$ cat src/rtl/alu_iterative_pkg.sv
// Shared opcodes, FSM state encoding and width defaults for the iterative ALU.
// ALU_ITERATIVE_MUL_EN adds the MUL opcode state to the encoding.
package alu_iterative_pkg;

  localparam int DATA_WIDTH_DEF  = 32;
  localparam int SHAMT_WIDTH_DEF = 5;

  // Encodings match the upstream ALU control decoder.
  localparam logic [3:0] OP_ADD = 4'b0000;
  localparam logic [3:0] OP_SUB = 4'b0001;
  localparam logic [3:0] OP_AND = 4'b0010;
  localparam logic [3:0] OP_OR  = 4'b0011;
  localparam logic [3:0] OP_XOR = 4'b0100;
  localparam logic [3:0] OP_LUI = 4'b0101;
  localparam logic [3:0] OP_SRL = 4'b0110;
  localparam logic [3:0] OP_SLL = 4'b0111;
  localparam logic [3:0] OP_MUL = 4'b1000;

  typedef enum logic [1:0] {
    ST_IDLE  = 2'd0,
    ST_SHIFT = 2'd1,
`ifdef ALU_ITERATIVE_MUL_EN
    ST_DONE  = 2'd2,
    ST_MUL   = 2'd3
`else
    ST_DONE  = 2'd2
`endif
  } state_e;

endpackage

$ cat src/rtl/alu_iterative_shift.sv
// Bit-serial shifter for alu_iterative: accumulator, remaining-count and
// direction registers, loaded once at acceptance and stepped one position per cycle.
module alu_shift_unit #(
  parameter int DATA_WIDTH  = 32,
  parameter int SHAMT_WIDTH = 5
) (
  input  logic                   clk,
  input  logic                   reset,
  input  logic                   i_load,
  input  logic                   i_step,
  input  logic [DATA_WIDTH-1:0]  i_data,
  input  logic [SHAMT_WIDTH-1:0] i_amount,
  input  logic                   i_dir_left,
  output logic [DATA_WIDTH-1:0]  o_acc_next,
  output logic                   o_last
);

  logic [DATA_WIDTH-1:0]  r_acc;
  logic [SHAMT_WIDTH-1:0] r_cnt;
  logic                   r_dir_left;

  assign o_acc_next = r_dir_left ? (r_acc << 1) : (r_acc >> 1);
  // The step taken while the count is 1 is the final one.
  assign o_last     = (r_cnt == SHAMT_WIDTH'(1));

  always_ff @(posedge clk) begin
    if (reset) begin
      r_acc      <= '0;
      r_cnt      <= '0;
      r_dir_left <= 1'b0;
    end else if (i_load) begin
      r_acc      <= i_data;
      r_cnt      <= i_amount;
      r_dir_left <= i_dir_left;
    end else if (i_step) begin
      r_acc <= o_acc_next;
      r_cnt <= r_cnt - SHAMT_WIDTH'(1);
    end
  end

endmodule

$ cat src/rtl/alu_iterative.sv
// Execute-stage ALU: single-cycle logic/arith ops, bit-serial shifts under a
// start/busy/done handshake. Optional shift-add MUL with ALU_ITERATIVE_MUL_EN.
module alu_iterative
  import alu_iterative_pkg::*;
#(
  parameter int DATA_WIDTH  = DATA_WIDTH_DEF,
  parameter int SHAMT_WIDTH = SHAMT_WIDTH_DEF
) (
  input  logic                  clk,
  input  logic                  reset,
  input  logic                  start_i,
  input  logic [3:0]            ALU_Operation_i,
  input  logic [DATA_WIDTH-1:0] A_i,
  input  logic [DATA_WIDTH-1:0] B_i,
  output logic [DATA_WIDTH-1:0] ALU_Result_o,
  output logic                  Zero_o,
  output logic                  busy_o,
  output logic                  done_o
);

  // Handshake: start_i is taken on any rising edge where busy_o is low; done_o
  // pulses for one cycle when ALU_Result_o is final and the result then holds
  // until the next accepted start.
  state_e                  r_state, w_next_state;
  logic                    w_accept, w_shift_load, w_shift_step, w_shift_last;
  logic                    w_is_shift;
  logic [SHAMT_WIDTH-1:0]  w_amount;
  logic [DATA_WIDTH-1:0]   w_acc_next, w_comb_result, r_result;

  assign w_is_shift = (ALU_Operation_i == OP_SRL) || (ALU_Operation_i == OP_SLL);
  assign w_amount   = B_i[SHAMT_WIDTH-1:0];

`ifdef ALU_ITERATIVE_MUL_EN
  logic [DATA_WIDTH-1:0]  r_mul_a, r_mul_b;
  logic [SHAMT_WIDTH:0]   r_mul_cnt;
  logic                   w_is_mul;
  assign w_is_mul = (ALU_Operation_i == OP_MUL);
`endif

  always_ff @(posedge clk) begin
    if (reset) r_state <= ST_IDLE;
    else       r_state <= w_next_state;
  end

  always_comb begin
    w_next_state = r_state;
    w_accept     = 1'b0;
    w_shift_load = 1'b0;
    w_shift_step = 1'b0;
    case (r_state)
      ST_SHIFT: begin
        w_shift_step = 1'b1;
        if (w_shift_last) w_next_state = ST_DONE;
      end
`ifdef ALU_ITERATIVE_MUL_EN
      ST_MUL: begin
        if (r_mul_cnt == (SHAMT_WIDTH+1)'(1)) w_next_state = ST_DONE;
      end
`endif
      default: begin
        w_next_state = ST_IDLE;
        if (start_i) begin
          w_accept = 1'b1;
          if (w_is_shift) begin
            w_shift_load = 1'b1;
            w_next_state = (w_amount == '0) ? ST_DONE : ST_SHIFT;
`ifdef ALU_ITERATIVE_MUL_EN
          end else if (w_is_mul) begin
            w_next_state = ST_MUL;
`endif
          end else begin
            w_next_state = ST_DONE;
          end
        end
      end
    endcase
  end

  always_comb begin
    w_comb_result = '0;
    case (ALU_Operation_i)
      OP_ADD:  w_comb_result = A_i + B_i;
      OP_SUB:  w_comb_result = A_i - B_i;
      OP_AND:  w_comb_result = A_i & B_i;
      OP_OR:   w_comb_result = A_i | B_i;
      OP_XOR:  w_comb_result = A_i ^ B_i;
      OP_LUI:  w_comb_result = B_i;
      default: w_comb_result = '0;
    endcase
  end

  alu_shift_unit #(
    .DATA_WIDTH (DATA_WIDTH),
    .SHAMT_WIDTH(SHAMT_WIDTH)
  ) u_shift (
    .clk       (clk),
    .reset     (reset),
    .i_load    (w_shift_load),
    .i_step    (w_shift_step),
    .i_data    (A_i),
    .i_amount  (w_amount),
    .i_dir_left(ALU_Operation_i == OP_SLL),
    .o_acc_next(w_acc_next),
    .o_last    (w_shift_last)
  );

`ifdef ALU_ITERATIVE_MUL_EN
  always_ff @(posedge clk) begin
    if (reset) begin
      r_mul_a   <= '0;
      r_mul_b   <= '0;
      r_mul_cnt <= '0;
    end else if (w_accept && w_is_mul) begin
      r_mul_a   <= A_i;
      r_mul_b   <= B_i;
      r_mul_cnt <= (SHAMT_WIDTH+1)'(DATA_WIDTH);
    end else if (r_state == ST_MUL) begin
      r_mul_a   <= r_mul_a << 1;
      r_mul_b   <= r_mul_b >> 1;
      r_mul_cnt <= r_mul_cnt - (SHAMT_WIDTH+1)'(1);
    end
  end
`endif

  // The result register mirrors the shift accumulator while shifting and is
  // the partial-product sum while multiplying.
  always_ff @(posedge clk) begin
    if (reset) begin
      r_result <= '0;
    end else if (w_accept) begin
      if (w_is_shift)     r_result <= A_i;
`ifdef ALU_ITERATIVE_MUL_EN
      else if (w_is_mul)  r_result <= '0;
`endif
      else                r_result <= w_comb_result;
    end else if (w_shift_step) begin
      r_result <= w_acc_next;
`ifdef ALU_ITERATIVE_MUL_EN
    end else if ((r_state == ST_MUL) && r_mul_b[0]) begin
      r_result <= r_result + r_mul_a;
`endif
    end
  end

  assign ALU_Result_o = r_result;
  assign Zero_o       = (r_result == '0);
  assign done_o       = (r_state == ST_DONE);
`ifdef ALU_ITERATIVE_MUL_EN
  assign busy_o       = (r_state == ST_SHIFT) || (r_state == ST_MUL);
`else
  assign busy_o       = (r_state == ST_SHIFT);
`endif

endmodule

$ cat config.mk
export PLATFORM = sky130hd
export DESIGN_NAME = alu_iterative
export DESIGN_NICKNAME = d
export VERILOG_FILES = /design/src/rtl/alu_iterative_pkg.sv /design/src/rtl/alu_iterative_shift.sv /design/src/rtl/alu_iterative.sv
export SDC_FILE = /design/constraint.sdc
export NUM_CORES = 1
export LEC_CHECK = 0
export CAP_MARGIN = 0
export CORE_MARGIN = 3
export CORE_UTILIZATION = 25
export CTS_CLUSTER_SIZE = 8
export DETAILED_ROUTE_END_ITERATION = 8
export SYNTH_ARGS = -nofsm -noshare
export SYNTH_HDL_FRONTEND = slang
export SYNTH_SLANG_ARGS = --single-unit
$ cat constraint.sdc
create_clock -name clk -period 5.1 [get_ports clk]
set_input_delay 1.02 -clock clk [delete_from_list [all_inputs] [get_ports clk]]
set_output_delay 1.02 -clock clk [all_outputs]
set_load 0.02 [all_outputs]
Word level (Yosys, flattened, before mapping)
Index checks and enable logic that the tools add are counted. Widths: inputs -> output; s select.

Bits of input ports: 71. Flip-flop bits (word level): 72. Output and inout bits: 35. Logic and storage cells: 47.

Reductions and logical operators: 6. $add $sub $neg: 3. Equality and inequality tests: 11. Bitwise operators: 3. Multiplexer cells: 19.

Operators by type and width (number): $pmux 32 s6 (1); $mux 32 (5); $add 32x32->32 (1); $and 32x32->32 (1); $logic_not 32->1 (1); $or 32x32->32 (1); $sub 32x32->32 (1); $xor 32x32->32 (1); $eq 4x3->1 const B (4); $mux 2 (5); $mux 5 (2); $eq 4x2->1 const B (2); $mux 1 (6); $eq 5x1->1 const B (1); $logic_not 5->1 (1); $sub 5x1->5 const B (1); $eq 4x1->1 const B (1); $logic_not 4->1 (1); $reduce_bool 2->1 (2); $eq 2x1->1 const B (1); $eq 2x2->1 const B (1); $ne 2x1->1 const B (1); $logic_or 1x1->1 (1).

Depth between registers and ports, before layout
Depth after elaboration: 6. Mapped depth: 19. Gate-level depth less buffers: 19.

By module
A second synthesis with hierarchy kept.

Cells, all modules: 1131. Area, all modules: 8961.1 sq um.

By module, submodules not included: alu_iterative (times used 1, cells each 876, sequential area each 680.7 sq um, area an instance 6243.5 sq um); alu_shift_unit (times used 1, cells each 255, sequential area each 760.7 sq um, area an instance 2717.6 sq um).

Worst setup path after synthesis
No wires, ideal clock.

Kind: input to register. Start: input ALU_Operation_i[1]. End: register r_result[23] (netlist: ALU_Result_o[23]). Library setup time: 115 ps. Data arrival time: 4251 ps. Slack: 735 ps. Stages: 17. Cells stage by stage: buf_2 or3_1 clkbuf_1 nor2_1 clkbuf_1 a21oi_1 xnor2_1 ha_1 a211oi_2 o21ai_0 o211a_1 a311o_4 o31a_1 nor2_1 xnor2_1 a21oi_1 a2111oi_0.

Longest elaborated chain between the ends: 4. Elaborated cells between the ends (all ways): 12. Classes of those cells: eq/ne: 7; mux: 3; reduce/logical: 2.

RTL lines: start, declared (line alu_iterative.sv:12) `input logic [3:0] ALU_Operation_i,`; $eq 4x3->1, or another cell as far along (line alu_iterative.sv:81) `case (ALU_Operation_i)`; $pmux 32 s6 / $logic_or 1x1->1 (equally long branches) (line alu_iterative.sv:81, alu_iterative.sv:30); $mux 32 (*) (line alu_iterative.sv:131) `if (w_is_shift) r_result <= A_i;`; $mux 32 (*) (line alu_iterative.sv:130) `end else if (w_accept) begin`; end signal, assigned (line alu_iterative.sv:131); end signal, assigned (line alu_iterative.sv:135) `else r_result <= w_comb_result;`; end signal, assigned (line alu_iterative.sv:137) `r_result <= w_acc_next;`; end, declared (line alu_iterative.sv:28) `logic [DATA_WIDTH-1:0] w_acc_next, w_comb_result, r_result;`.

Mark *: on every way between the ends. The rest lies on a longest branch, timed or not. A chain may end at the register's enable or synchronous reset.

Worst setup path in the final report
Start: input B_i[0]. End: register r_result[23] (netlist: ALU_Result_o[23]).

Longest elaborated chain between the ends: 4. Elaborated cells between the ends (all ways): 5. Classes of those cells: add/sub: 2; mux: 3.

RTL lines: start, declared (line alu_iterative.sv:14) `input logic [DATA_WIDTH-1:0] B_i,`; $sub 32x32->32 / $add 32x32->32 (equally long branches) (line alu_iterative.sv:83, alu_iterative.sv:82); $pmux 32 s6 (*) (line alu_iterative.sv:81); $mux 32 (*) (line alu_iterative.sv:131); $mux 32 (*) (line alu_iterative.sv:130).

Marked as above.

==> summary.md <==
| Metric | Value |
|---|---|
| Status | finished, final reports clean |
| Clock-pin slew on the worst setup and hold paths | ~0.060 ns |
| Comb power frac | about two fifths |
| Max Clock Skew | between 0.006 and 0.007 ns |
| Post-synth top area share | roughly 17% |
| Synth Instances | about 1100 |
| Max-slew violations | 0 |
| Distinct cells, synth | between 70 and 80 |
| Router iterations before antenna repair | 5 |
| Slew @ Worst Pin | 1.028 ns |
| Iter 0 DRT Violations | approximately 850 |
| Die area | approximately 35000 um^2 |
| Layout cell share with drive strength beyond 1 | between 8 and 9% |
| Routed vias/inst | between 5 and 6 |
| Adder-Cell Fraction of Synth Area | 15.17% |
| Ys Warns | 0 |
| First-pass GRT wire length | roughly 49000 um |
| Clock Sink Count | a little over 70 |
| Crit Path Class | primary input to register |
| Most frequent cell after synthesis | nand2_1 |
| Peak VDD IR | 0.0001282 V |
| Reg power frac | between 30 and 40% |
| Final Non-Filler Cells | 1694 |
| Data arrival, critical path | about 5 ns |
| Syn Area/Cell | 7.228 um^2 |
| Psw | between 700 and 800 uW |
| Worst skew pair latency | between 0.3 and 0.4 ns |
| Non-Filler Cell Area, Final | between 10000 and 15000 um^2 |
| Crit start category | primary input |
| Area Overhead vs Synth | 23.78% |
| Clock Root Buffer | clkbuf_16 |
| CTS Buf Count | 9 |
| Most instantiated cells after synthesis | 140 x nand2_1, 109 x nor2_1, 104 x a21oi_1 |
| Tot GR Track Use | between 10% and 20% |
| Synth Area in XOR/XNOR | 5.805% |
| Slew Limit Headroom | 31.50% |
| Die H | approximately 190 um |
| # IOs | 106 |
| DP Cell Count | around 1700 |
| Async SR Flop Fraction | 0% |
| Total of max-cap violations | 0 |
| Nets@finish | approximately 1400 |
| Syn nets | between 1000 and 1500 |
| HPWL after DPL | between 20000 and 30000 um |
| CTS tree | done |
| Die width | between 150 and 200 um |
| LEAKAGE | 4.153 nW |
| Area of the core | 32620 um^2 |
| Design Power | ~2 mW |
| I/O Buffers | between 100 and 150 |
| Routed WL | about 32000 um |
| Post-layout min period | 4.717 ns |
| Synth top area cells | dfxtp_1 17%, ha_1 15%, nand2_1 6.3% |
| Yosys reg bits | 72 |
| Drt wl/cell | roughly 19 um |
| Post-synth EDFFs | 0 |
| Final Setup Violations | 0 |
| Vias in the first global route | 8431 |
| Switch share | 38.27% |
| Worst EP required | 5.34 ns |
| CP max FO | 5 |
| Top FF cell, synth | dfxtp_1 |
| Tcrit/Tclk final | slightly above 90% |
| Sequential share of the synthesized area | between 10% and 20% |
| PwrDens | ~200 nW/um^2 |
| Placement Cell Area | 9971 um^2 |
| Main combinational cell family by area after synthesis | compound AO/OA/AOI/OAI gates |
| Pin count of the biggest net entering global routing | 70 |
| Worst setup EP type | register |
| Yosys top cell by area | dfxtp_1 |
| Initial Util | roughly 25% |
| FP Rows | 66 |
| Clk buf depth | 2 |
| Final hold violation count | 0 |
| Mux cell area share after synthesis | approximately 4.3% |
| R2R Setup Slk | between 2 and 2.5 ns |
| Simple-Gate Fraction of Synth Area | around a fifth |
| Compound-Gate Fraction of Synth Area | 29.87% |
| Initial antenna violation count | 1 |
| RSZ-0062 raised after global routing | no |
| Clk network pwr share | between 20% and 30% |
| Overflow after GRT | 0 |
| DRC errors left | 0 |
| Fmax | approximately 0.21 GHz |
| GP Congestion | 0.9626 |
| Vias | approximately 9000 |
| H-tree levels | 3 |
| Worst hold path type | register to register |
| Final ANT Viol Nets | 0 |
| Cell Area, Synth | between 8000 and 9000 um^2 |
| Internal | around 1.3 mW |
==> sequential cells by signal, summed over array words and instances, names as in the netlist <==
signal,count
u_shift.r_dir_left,1
ALU_Result_o,32
u_shift.r_acc,32
r_state,2
u_shift.r_cnt,5
==> per-layer routing <==
metal	wire length (um)	global-route usage [%]
met1	15060	25.03
met2	14170	27.55
met3	2026	1.823
met4	968	6.494
met5	0	0
==> per-stage QoR <==
step	setup TNS, ns	worst slack, ns	utilization, %	hold WS [ns]
after global placement	0	0.01885	30.57	0.4538
after detailed placement	-0.04684	-0.04684	30.57	0.4601
final	0	0.3827	31.49	0.4669
after CTS	0	0.3037	31.43	0.4707
after floorplan	0	0.7346	-	0.4390
after global routing	0	0.01680	31.49	0.4878
==> layout by cell type, fill, tap and decap left out, types with 39 or more instances in the layout <==
cell / instances
nand2_1: 140
nor2_1: 108
a21oi_1: 104
clkdlybuf4s50_1: 104
ha_1: 99
inv_1: 77
dfxtp_1: 71
o21ai_0: 63
buf_4: 56
xnor2_1: 42
o211ai_1: 39
==> cell families after synthesis <==
kind of cell | after synthesis
multiplexers | 35
adder cells (fa/ha/maj) | 100
buffers and inverters | 157
AND/OR/NAND/NOR | 358
AO/OA/AOI/OAI | 371
XOR/XNOR | 55
flip-flops | 72
==> critical path, cell delays in order <==
cell	delay, ns
clkdlybuf4s50_1	0.42
inv_1	0.08
ha_1	0.16
and2_1	0.18
nand2_1	0.10
or4_1	0.44
nand2b_2	0.27
nor3_2	0.16
nor2_1	0.07
xnor2_1	0.13
ha_1	0.33
nand2_1	0.12
o21ai_0	0.25
a21oi_1	0.09
nor3_1	0.17
o31a_1	0.23
nor2_1	0.08
xnor2_1	0.21
a21oi_1	0.11
a2111oi_1	0.31
==> path summary, 6_finish.rpt <==
kind / start / depth (start not counted) / endpoint
worst min-delay path: u_shift.r_acc[23] / 2 / u_shift.r_acc[23]
worst min register to register: u_shift.r_acc[23] / 2 / u_shift.r_acc[23]
worst max-delay path: B_i[0] / 20 / ALU_Result_o[23]
worst max register to register: r_state[1] / 7 / ALU_Result_o[20]
==> repair_timing <==
| action | 4_1_cts | 5_1_grt |
|---|---|---|
| endpoints found under the hold margin | 0 | 0 |
| gates resized for setup | 0 | 6 |
| buffers inserted | 0 | 0 |
| hold buffers | 0 | 0 |
| setup endpoints to repair | 0 | 1 |
==> power by group through the flow <==
stage	clock network [mW]	registers [mW]	logic [mW]
detailed placement	0	0.633	0.804
global placement	0	0.633	0.795
finish	0.611	0.622	0.821
global route	0.636	0.623	0.894
CTS	0.620	0.621	0.807
floorplan	0	0.641	0.476
==> area by class of cell <==
type / instances / area (um^2)
fillers: 3500 / 22350
multi-input cells: 919 / 6213
repair buffers: 161 / 1466
flip-flops and latches: 72 / 1443
well taps: 442 / 553.0
inverters: 83 / 311.5
clock buffers: 10 / 239.0
clock inverters: 6 / 42.54
diodes: 1 / 2.502
No activity file was read; power rests on OpenSTA's default activity.
